$ cat src/rtl/core_ex_ctrl_pkg.sv
// core_ex_ctrl_pkg: shared types and constants for the execute-stage controller.
//   ex_state_t : controller state (IDLE / WAIT / FULL), 2 bits
//   EX_RD_W    : destination-register index width
package core_ex_ctrl_pkg;

    localparam int unsigned EX_RD_W = 5;

    typedef enum logic [1:0] {
        IDLE = 2'd0,
        WAIT = 2'd1,
        FULL = 2'd2
    } ex_state_t;

endpackage

$ cat src/rtl/core_ex_ctrl_if.sv
// core_ex_ctrl_if: handshake bundle between ID/EX, the shared ALU, EX/MEM and
// the execute controller.
//   de_*  : ID/EX instruction handshake (valid/ready, multi-cycle flag, rd)
//   alu_* : ALU result, start/done/kill pulses
//   em_*  : EX/MEM payload handshake (valid/ready, data, rd)
// Modports: slave = controller side, master = surrounding pipeline side.
interface core_ex_ctrl_if;
    import core_ex_ctrl_pkg::*;

    logic               de_valid;
    logic               de_ready;
    logic               de_multi;
    logic [EX_RD_W-1:0] de_rd;
    logic [31:0]        alu_out;
    logic               alu_start;
    logic               alu_done;
    logic               alu_kill;
    logic               em_valid;
    logic               em_ready;
    logic [31:0]        em_data;
    logic [EX_RD_W-1:0] em_rd;

    modport slave (
        input  de_valid, de_multi, de_rd, alu_out, alu_done, em_ready,
        output de_ready, alu_start, alu_kill, em_valid, em_data, em_rd
    );

    modport master (
        output de_valid, de_multi, de_rd, alu_out, alu_done, em_ready,
        input  de_ready, alu_start, alu_kill, em_valid, em_data, em_rd
    );

endinterface

$ cat src/rtl/core_sat_cnt.sv
// core_sat_cnt: W-bit up-counter that sticks at all-ones.
//   clk, rest : clock, asynchronous active-low reset
//   clr       : synchronous clear, takes priority over en
//   en        : count enable
//   cnt       : current count
module core_sat_cnt #(
    parameter int unsigned W = 32
) (
    input  logic         clk,
    input  logic         rest,
    input  logic         clr,
    input  logic         en,
    output logic [W-1:0] cnt
);

    always_ff @(posedge clk or negedge rest) begin
        if (!rest) begin
            cnt <= '0;
        end else if (clr) begin
            cnt <= '0;
        end else if (en && (cnt != '1)) begin
            cnt <= cnt + 1'b1;
        end
    end

endmodule

$ cat src/rtl/core_ex_ctrl.sv
// core_ex_ctrl: execute-stage sequencing controller.
//   clk, rest  : clock, asynchronous active-low reset
//   ex_if      : ID/EX, ALU and EX/MEM handshakes (slave side)
//   flush_en   : kill younger work; aborts an in-flight multi-cycle op
//   busy       : a multi-cycle op is in flight (WAIT)
//   timeout    : sticky, set when the ALU watchdog aborts an op
//   stat_clr   : clears stall_cnt and timeout
//   stall_cnt  : saturating count of WAIT and back-pressured FULL cycles
module core_ex_ctrl
    import core_ex_ctrl_pkg::*;
#(
    parameter int unsigned TIMEOUT_CYC = 64,
    parameter int unsigned CNT_W       = 32
) (
    input  logic             clk,
    input  logic             rest,
    core_ex_ctrl_if.slave    ex_if,
    input  logic             flush_en,
    output logic             busy,
    output logic             timeout,
    input  logic             stat_clr,
    output logic [CNT_W-1:0] stall_cnt
);

    localparam int unsigned WD_W = $clog2(TIMEOUT_CYC + 1);

    ex_state_t          state;
    logic               em_valid_q;
    logic [31:0]        em_data_q;
    logic [EX_RD_W-1:0] em_rd_q;
    logic [EX_RD_W-1:0] wait_rd;
    logic               alu_start_q;
    logic               alu_kill_q;
    logic               busy_q;
    logic               timeout_q;
    logic [WD_W-1:0]    wd_cnt;

    logic de_ready;
    logic accept;
    logic wd_hit;
    logic stall;

    assign de_ready = !flush_en &&
                      ((state == IDLE) || ((state == FULL) && ex_if.em_ready));
    assign accept   = ex_if.de_valid && de_ready;
    assign stall    = (state == WAIT) || ((state == FULL) && !ex_if.em_ready);

    // Watchdog is cleared on multi-cycle accept, so it reads 0 in the first
    // WAIT cycle; reaching TIMEOUT_CYC-1 means TIMEOUT_CYC WAIT cycles elapsed.
    assign wd_hit = (wd_cnt == WD_W'(TIMEOUT_CYC - 1));

    core_sat_cnt #(.W(WD_W)) u_wd_cnt (
        .clk  (clk),
        .rest (rest),
        .clr  (accept && ex_if.de_multi),
        .en   (state == WAIT),
        .cnt  (wd_cnt)
    );

    core_sat_cnt #(.W(CNT_W)) u_stall_cnt (
        .clk  (clk),
        .rest (rest),
        .clr  (stat_clr),
        .en   (stall),
        .cnt  (stall_cnt)
    );

    always_ff @(posedge clk or negedge rest) begin
        if (!rest) begin
            state       <= IDLE;
            em_valid_q  <= 1'b0;
            em_data_q   <= '0;
            em_rd_q     <= '0;
            wait_rd     <= '0;
            alu_start_q <= 1'b0;
            alu_kill_q  <= 1'b0;
            busy_q      <= 1'b0;
            timeout_q   <= 1'b0;
        end else begin
            alu_start_q <= 1'b0;
            alu_kill_q  <= 1'b0;
            if (stat_clr) begin
                timeout_q <= 1'b0;
            end
            unique case (state)
                IDLE, FULL: begin
                    if (accept) begin
                        if (ex_if.de_multi) begin
                            wait_rd     <= ex_if.de_rd;
                            alu_start_q <= 1'b1;
                            state       <= WAIT;
                            em_valid_q  <= 1'b0;
                            busy_q      <= 1'b1;
                        end else begin
                            em_data_q  <= ex_if.alu_out;
                            em_rd_q    <= ex_if.de_rd;
                            state      <= FULL;
                            em_valid_q <= 1'b1;
                            busy_q     <= 1'b0;
                        end
                    end else if ((state == FULL) && ex_if.em_ready) begin
                        state      <= IDLE;
                        em_valid_q <= 1'b0;
                        busy_q     <= 1'b0;
                    end
                end
                WAIT: begin
                    // flush beats a same-cycle alu_done; done beats the watchdog
                    if (flush_en) begin
                        alu_kill_q <= 1'b1;
                        state      <= IDLE;
                        busy_q     <= 1'b0;
                    end else if (ex_if.alu_done) begin
                        em_data_q  <= ex_if.alu_out;
                        em_rd_q    <= wait_rd;
                        state      <= FULL;
                        em_valid_q <= 1'b1;
                        busy_q     <= 1'b0;
                    end else if (wd_hit) begin
                        alu_kill_q <= 1'b1;
                        timeout_q  <= 1'b1;
                        state      <= IDLE;
                        busy_q     <= 1'b0;
                    end
                end
                default: begin
                    state      <= IDLE;
                    em_valid_q <= 1'b0;
                    busy_q     <= 1'b0;
                end
            endcase
        end
    end

    assign ex_if.de_ready  = de_ready;
    assign ex_if.alu_start = alu_start_q;
    assign ex_if.alu_kill  = alu_kill_q;
    assign ex_if.em_valid  = em_valid_q;
    assign ex_if.em_data   = em_data_q;
    assign ex_if.em_rd     = em_rd_q;
    assign busy            = busy_q;
    assign timeout         = timeout_q;

endmodule

$ cat src/flat_wrapper.sv
// flat-port wrapper written by rule: the top's interface ports become plain ports
module core_ex_ctrl_flat import core_ex_ctrl_pkg::*;
#(
    parameter int unsigned TIMEOUT_CYC = 64,
    parameter int unsigned CNT_W       = 32
)
  (clk, rest, flush_en, busy, timeout, stat_clr, stall_cnt, ex_if_de_valid, ex_if_de_multi, ex_if_de_rd, ex_if_alu_out, ex_if_alu_done, ex_if_em_ready, ex_if_de_ready, ex_if_alu_start, ex_if_alu_kill, ex_if_em_valid, ex_if_em_data, ex_if_em_rd);
  core_ex_ctrl_if ex_if_i ();
  input  logic clk;
  input  logic rest;
  input  logic flush_en;
  output logic busy;
  output logic timeout;
  input  logic stat_clr;
  output logic [CNT_W-1:0] stall_cnt;
  input wire logic [$bits(ex_if_i.de_valid)-1:0] ex_if_de_valid;
  input wire logic [$bits(ex_if_i.de_multi)-1:0] ex_if_de_multi;
  input wire logic [$bits(ex_if_i.de_rd)-1:0] ex_if_de_rd;
  input wire logic [$bits(ex_if_i.alu_out)-1:0] ex_if_alu_out;
  input wire logic [$bits(ex_if_i.alu_done)-1:0] ex_if_alu_done;
  input wire logic [$bits(ex_if_i.em_ready)-1:0] ex_if_em_ready;
  output wire logic [$bits(ex_if_i.de_ready)-1:0] ex_if_de_ready;
  output wire logic [$bits(ex_if_i.alu_start)-1:0] ex_if_alu_start;
  output wire logic [$bits(ex_if_i.alu_kill)-1:0] ex_if_alu_kill;
  output wire logic [$bits(ex_if_i.em_valid)-1:0] ex_if_em_valid;
  output wire logic [$bits(ex_if_i.em_data)-1:0] ex_if_em_data;
  output wire logic [$bits(ex_if_i.em_rd)-1:0] ex_if_em_rd;
  assign ex_if_i.de_valid = ex_if_de_valid;
  assign ex_if_i.de_multi = ex_if_de_multi;
  assign ex_if_i.de_rd = ex_if_de_rd;
  assign ex_if_i.alu_out = ex_if_alu_out;
  assign ex_if_i.alu_done = ex_if_alu_done;
  assign ex_if_i.em_ready = ex_if_em_ready;
  assign ex_if_de_ready = ex_if_i.de_ready;
  assign ex_if_alu_start = ex_if_i.alu_start;
  assign ex_if_alu_kill = ex_if_i.alu_kill;
  assign ex_if_em_valid = ex_if_i.em_valid;
  assign ex_if_em_data = ex_if_i.em_data;
  assign ex_if_em_rd = ex_if_i.em_rd;
  core_ex_ctrl #(.TIMEOUT_CYC(TIMEOUT_CYC), .CNT_W(CNT_W)) u_core (.clk(clk), .rest(rest), .ex_if(ex_if_i), .flush_en(flush_en), .busy(busy), .timeout(timeout), .stat_clr(stat_clr), .stall_cnt(stall_cnt));
endmodule
$ cat config.mk
export PLATFORM = sky130hd
export DESIGN_NAME = core_ex_ctrl_flat
export DESIGN_NICKNAME = d
export VERILOG_FILES = /design/src/rtl/core_ex_ctrl_pkg.sv /design/src/rtl/core_ex_ctrl_if.sv /design/src/rtl/core_sat_cnt.sv /design/src/rtl/core_ex_ctrl.sv /design/src/flat_wrapper.sv
export SDC_FILE = /design/constraint.sdc
export NUM_CORES = 1
export LEC_CHECK = 0
export ABC_AREA = 1
export BUFFER_PORTS_ARGS = -buffer_cell sky130_fd_sc_hd__buf_2
export CAP_MARGIN = 25
export CORE_ASPECT_RATIO = 1.75
export CORE_MARGIN = 3
export CORE_UTILIZATION = 57
export CTS_CLUSTER_SIZE = 12
export DETAILED_ROUTE_END_ITERATION = 12
export GPL_TIMING_DRIVEN = 0
export HOLD_SLACK_MARGIN = 0.05
export PLACE_DENSITY = 0.95
export SETUP_SLACK_MARGIN = 0.15
export SLEW_MARGIN = 0
export SYNTH_ARGS = -nofsm -noshare
export SYNTH_HDL_FRONTEND = slang
export SYNTH_HIERARCHICAL = 1
export SYNTH_SLANG_ARGS = --single-unit
export TNS_END_PERCENT = 100
$ cat constraint.sdc
create_clock -name clk -period 4.9 [get_ports clk]
set_input_delay 0.735 -clock clk [delete_from_list [all_inputs] [get_ports clk]]
set_output_delay 0.735 -clock clk [all_outputs]
set_load 0.05 [all_outputs]
Yosys cells after proc, flatten, opt, wreduce, memory -nomap -nowiden:

Index checks and enable logic that the tools add are counted.
W data, S select, Z words.

* bits in registers: 88
* latch bits: 0
* memory bits (writable): 0
* bits in read-only memories: 0
* bits of input ports: 45
* word-level logic and storage cells: 88
* memories: 0

* $add $sub $neg: 2
* $mul: 0
* div/mod/pow operators: 0
* magnitude comparators: 0
* eq/ne operators: 11
* shift-type cells: 0
* mux-type cells: 44
* bitwise gates (word level): 0
* reductions and logical operators: 20

Operators by type and width (number)
* $mux W32: 6
* $pmux W32 S2: 1
* $add A32 B1 Y32 const B: 1
* $ne A32 B32 Y1 const B: 1
* $mux W1: 21
* $mux W5: 4
* $mux W7: 2
* $mux W2: 6
* $pmux W5 S2: 1
* $add A7 B1 Y7 const B: 1
* $eq A7 B6 Y1 const B: 1
* $logic_and A1 B1 Y1: 7
* $ne A7 B7 Y1 const B: 1
* $ne A2 B2 Y1 const B: 3
* $reduce_and A3 Y1: 2
* $reduce_bool A2 Y1: 3
* $reduce_and A5 Y1: 1
* $ne A4 B3 Y1 const B: 1
* $pmux W1 S2: 2
* $pmux W2 S2: 1
* $ne A3 B1 Y1 const B: 1
* $eq A2 B1 Y1 const B: 1
* $eq A2 B2 Y1 const B: 1
* $logic_not A1 Y1: 2
* 5 further kinds: 6

Depth between registers and ports, before layout:

* word-level depth: 7
* mapped depth: 12
* gate-level depth less buffers: 11

Hierarchy:

Netlist, hierarchy kept.

Modules (own cells, without submodules)
* core_sat_cnt at u_core.u_stall_cnt: times used 1, cells each 345, area an instance 2243.4 um2, seq. area each 800.8 um2
* core_ex_ctrl: times used 1, cells each 230, area an instance 1989.4 um2, seq. area each 1201.2 um2
* core_sat_cnt at u_core.u_wd_cnt: times used 1, cells each 62, area an instance 441.7 um2, seq. area each 175.2 um2

Least setup slack after synthesis:

No wires, ideal clock.

* kind: register to register
* from: register u_core.state[0]
* to: register u_core.u_stall_cnt.cnt[25]
* data arrival time: 1974 ps
* required time: 4834 ps
* setup slack: 2860 ps
* stages on the path, launching flop included: 11
* path buffers: 2
* path through: dfrtp_1 inv_2 nor2_4 inv_1 buf_2 nand2_1 inv_1 a21oi_1 buf_2 nand4_1 nand2_1

* longest elaborated chain between the ends: 5
* elaborated cells on any way between the ends: 6

Ends and longest elaborated chain
* from (decl): line core_ex_ctrl.sv:27 `ex_state_t state;`
* from (signal assigned): line core_ex_ctrl.sv:70 `state <= IDLE;`
* from (signal assigned): line core_ex_ctrl.sv:91 `state <= WAIT;`
* from (signal assigned): line core_ex_ctrl.sv:97 `state <= FULL;`
* $eq A2 B2 Y1: line core_ex_ctrl.sv:46 `assign stall = (state == WAIT) || ((state == FULL) && !ex_if.em_ready);`
* $logic_and A1 B1 Y1: line core_ex_ctrl.sv:46
* $logic_or A1 B1 Y1 *: line core_ex_ctrl.sv:46
* net u_core.stall: line core_ex_ctrl.sv:41 `logic stall;`
* $logic_and A1 B1 Y1 *: line core_sat_cnt.sv:21 `end else if (en && (cnt != '1)) begin`
* $reduce_bool A2 Y1 (no line) *
* to (signal assigned): line core_sat_cnt.sv:22 `cnt <= cnt + 1'b1;`
* to (decl): line core_sat_cnt.sv:13 `output logic [W-1:0] cnt`

The timed path passes the listed nets; every way through them passes the cells marked *.
A chain may end at the register's enable or synchronous reset.

Worst setup path in the final report:

* from: input port flush_en
* to: output port ex_if_de_ready

* longest elaborated chain between the ends: 2

Ends and longest elaborated chain
* from (decl): line flat_wrapper.sv:11 `input logic flush_en;`
* $logic_not A1 Y1: line core_ex_ctrl.sv:43 `assign de_ready = !flush_en &&`
* $logic_and A1 B1 Y1: line core_ex_ctrl.sv:43
* to (decl): line flat_wrapper.sv:22 `output wire logic [$bits(ex_if_i.de_ready)-1:0] ex_if_de_ready;`

Every way passes these cells.

==> impl_metrics.yaml <==
clock_network:
  h-tree-depth: 3
  cts_tree: "yes"
  cts_buffer_depth: 2
  postCtsResizedCells: 0
  cts_buffers: 9
  cts_root_buf: "clkbuf_16"
  insertion_delay_ns: 0.33
  cts_setup_buffers: 0
  path_clk_slew_ns: 0.06
  ctsHoldBuffers: 0
  clock_sinks: 87
floorplan:
  dieWidth_um: 74.5
  rows: 43
  die_area_mm2: 0.00937
  die_h_um: 126
  start_util: 0.587
  ios: 120
  design.core.area_mm2: 0.00796
cells_and_area:
  syn_to_final_growth_pct: 22.0
  layout_commonest_cell: "nand2_1"
  layout-drive-gt1-share: 0.229
  diodes: 0
  fillers: 618
  final_cell_mix: "nand2_1, buf_2, dfrtp_1"
  fin_nets: 815
route:
  drtIter0Drc: 327
  first_pass_iters: 5
  num_vias: 4605
  antenna_left: 0
  post-route-drc-count: 0
  avgRoutedWirePerCell_um: 14.4
  routed_via_density: 5.34
  drt-total-wl_mm: 12.5
pwr:
  power_per_cell_area_mw_per_mm2: 378
  power_leakage_nw: 3.12
  peakVddDrop_mv: 0.332
placement:
  dp_hpwl_mm: 9.61
  gp_congestion: 0.971
  place_ws_ns: 2.72
  io_buffers: 119
critical_path:
  cp.depth: 5
  end_kind: "primary output"
  critical_path_class: "in -> out"
  cp_top_family: "buffers and inverters"
  cp_max_fo: 3
  critPathBufInv: 3
  rr_worst_depth: 9
  crit_path_start_kind: "input pin"
  crit_top_cell: "buf_2"
  slowest_stage: "buf_2"
  critPathRequiredTime_ns: 4.16
  slowest_delay_ns: 0.25
  cp.arrival_ns: 1.39
  cp_cell_sequence: "buf_2, nor2_1, nand2_1, inv_1, buf_2"
global_route:
  globalRouteTotalUtil: 0.277
  antenna_found_initial: 0
  grt_max_degree: 50
  grt_pass1_vias: 4502
  grt_overflow: 0
  grt_pass1_wl_mm: 20.3
sta:
  slew_viol_final: 0
  slew_headroom: 0.607
  worstMarginPinSlew_ns: 0.590
  period_share: 0.434
  fin_crit_ns: 2.13
  fin_skew_ns: 0.00273
  hold_viol_final: 0
  setup_slack_ns: 2.77
  fin_setup_tns_ns: 0
  setup_viol: 0
  max_clock_freq_ghz: 0.470
  rsz0062_at_grt: "false"
outcome:
  status: "finished clean"
yosys:
  yosysTopAreaCell: "dfrtp_1"
  avgSynthCellArea_um2: 7.34
  yosys_warnings: 6
  ys_seq_elements: 87
  ys_seq_area_frac: 0.466
  synth_area_leaders: "dfrtp_1, nand2_1, nand3_1, nor2_1, inv_1"
  synthesis.area_mm2: 0.00467
  syn-instance-count: 637
  syn-num-nets: 684
  yosysUniqueCellTypes: 32
  synth_top_area_share: 0.466
worst_hold_path:
  worstHoldPathType: "in -> async"
flow_run:
  maxCapViolCount: 0
-- stage by stage --
| step | hold slack, ns | instance area (µm²) | instances | util | power [mW] |
|---|---|---|---|---|---|
| after floorplan | 0.439 | 4670 | 637 | - | 1.32 |
| after global placement | 0.451 | 5380 | 846 | 0.676 | 1.48 |
| after detailed placement | 0.454 | 5410 | 847 | 0.680 | 1.50 |
| after CTS | 0.384 | 5700 | 863 | 0.716 | 2.17 |
| after global routing | 0.406 | 5700 | 863 | 0.716 | 2.25 |
| final | 0.375 | 5700 | 863 | 0.716 | 2.15 |
-- cell type report --
| cell class | instances | area, µm² | share of cell area |
|---|---|---|---|
| sequential | 87 | 2180 | 0.382 |
| multi-input combinational | 475 | 2130 | 0.374 |
| timing repair buffer | 120 | 626 | 0.110 |
| clock buffer | 10 | 229 | 0.0401 |
| inverter | 56 | 210 | 0.0369 |
| buffer | 19 | 156 | 0.0274 |
| tap | 90 | 113 | 0.0197 |
| clock inverter | 6 | 61.3 | 0.0108 |
-- synthesized netlist by cell type, drive strengths merged --
| cell | count |
|---|---|
| buf | 17 |
| nor3 | 1 |
| a22oi | 1 |
| xnor2 | 4 |
| o21ai | 26 |
| clkbuf | 2 |
| nand2 | 288 |
| nand3 | 55 |
| a21oi | 5 |
| or2 | 1 |
| dfrtp | 87 |
| inv | 56 |
| nand3b | 2 |
| o22ai | 2 |
| ha | 2 |
| xor2 | 5 |
| o21a | 1 |
| nand4 | 11 |
| nor2 | 71 |
-- worst paths after layout --
check                                         from                          to  slack (ns)
hold / removal                                rest  u_core/u_stall_cnt/cnt[23]        0.37
hold reg to reg            u_core/ex_if.em_data[8]     u_core/ex_if.em_data[8]        0.46
setup reg to reg                   u_core/state[1]  u_core/u_stall_cnt/cnt[29]        2.78
setup / recovery                          flush_en              ex_if_de_ready        2.77
min in group clk           u_core/ex_if.em_data[8]     u_core/ex_if.em_data[8]        0.46
max in group asynchronous                     rest  u_core/u_stall_cnt/cnt[26]        3.91
-- cell families (layout without fill, tap and decap cells) --
logic type	count (synthesis)	in the layout	synth area share
flops	87	87	0.466
buf+inv	75	211	0.0784
compound gates	35	35	0.0415
xor+xnor	9	9	0.0169
fa+ha+maj	2	2	0.00535
simple gates	429	429	0.392
-- power by group --
group | total, mW | switching (mW) | leakage, nW | internal (mW)
logic | 0.607 | 0.468 | 1.83 | 0.139
clock network | 0.669 | 0.276 | 0.142 | 0.393
registers | 0.878 | 0.0615 | 1.15 | 0.816
-- registers in the layout, indices dropped and copies added (netlist names) --
signal and count:
u_core/ex_if.alu_kill 1, u_core/ex_if.alu_start 1, u_core/ex_if.em_data 32, u_core/ex_if.em_rd 5, u_core/ex_if.em_valid 1, u_core/state 2
u_core/timeout 1, u_core/u_stall_cnt/cnt 32, u_core/u_wd_cnt/cnt 7, u_core/wait_rd 5
-- worst reg2reg max path, stage by stage (launching register included) --
cell and delay (ns):
dfrtp_1 0.44, nor2_4 0.23, inv_1 0.08, buf_2 0.18, nand2_1 0.23, inv_1 0.08, a21oi_1 0.29, buf_2 0.32
nand4_1 0.11, nand2_1 0.10
-- per-layer routing --
layer	GRT usage	share of wire	wire length, µm
met3	0.0543	0.054	672
met1	0.301	0.36	4550
met2	0.481	0.54	6690
met5	0	0	0
met4	0.156	0.045	558
No activity file was read; power rests on OpenSTA's default activity.
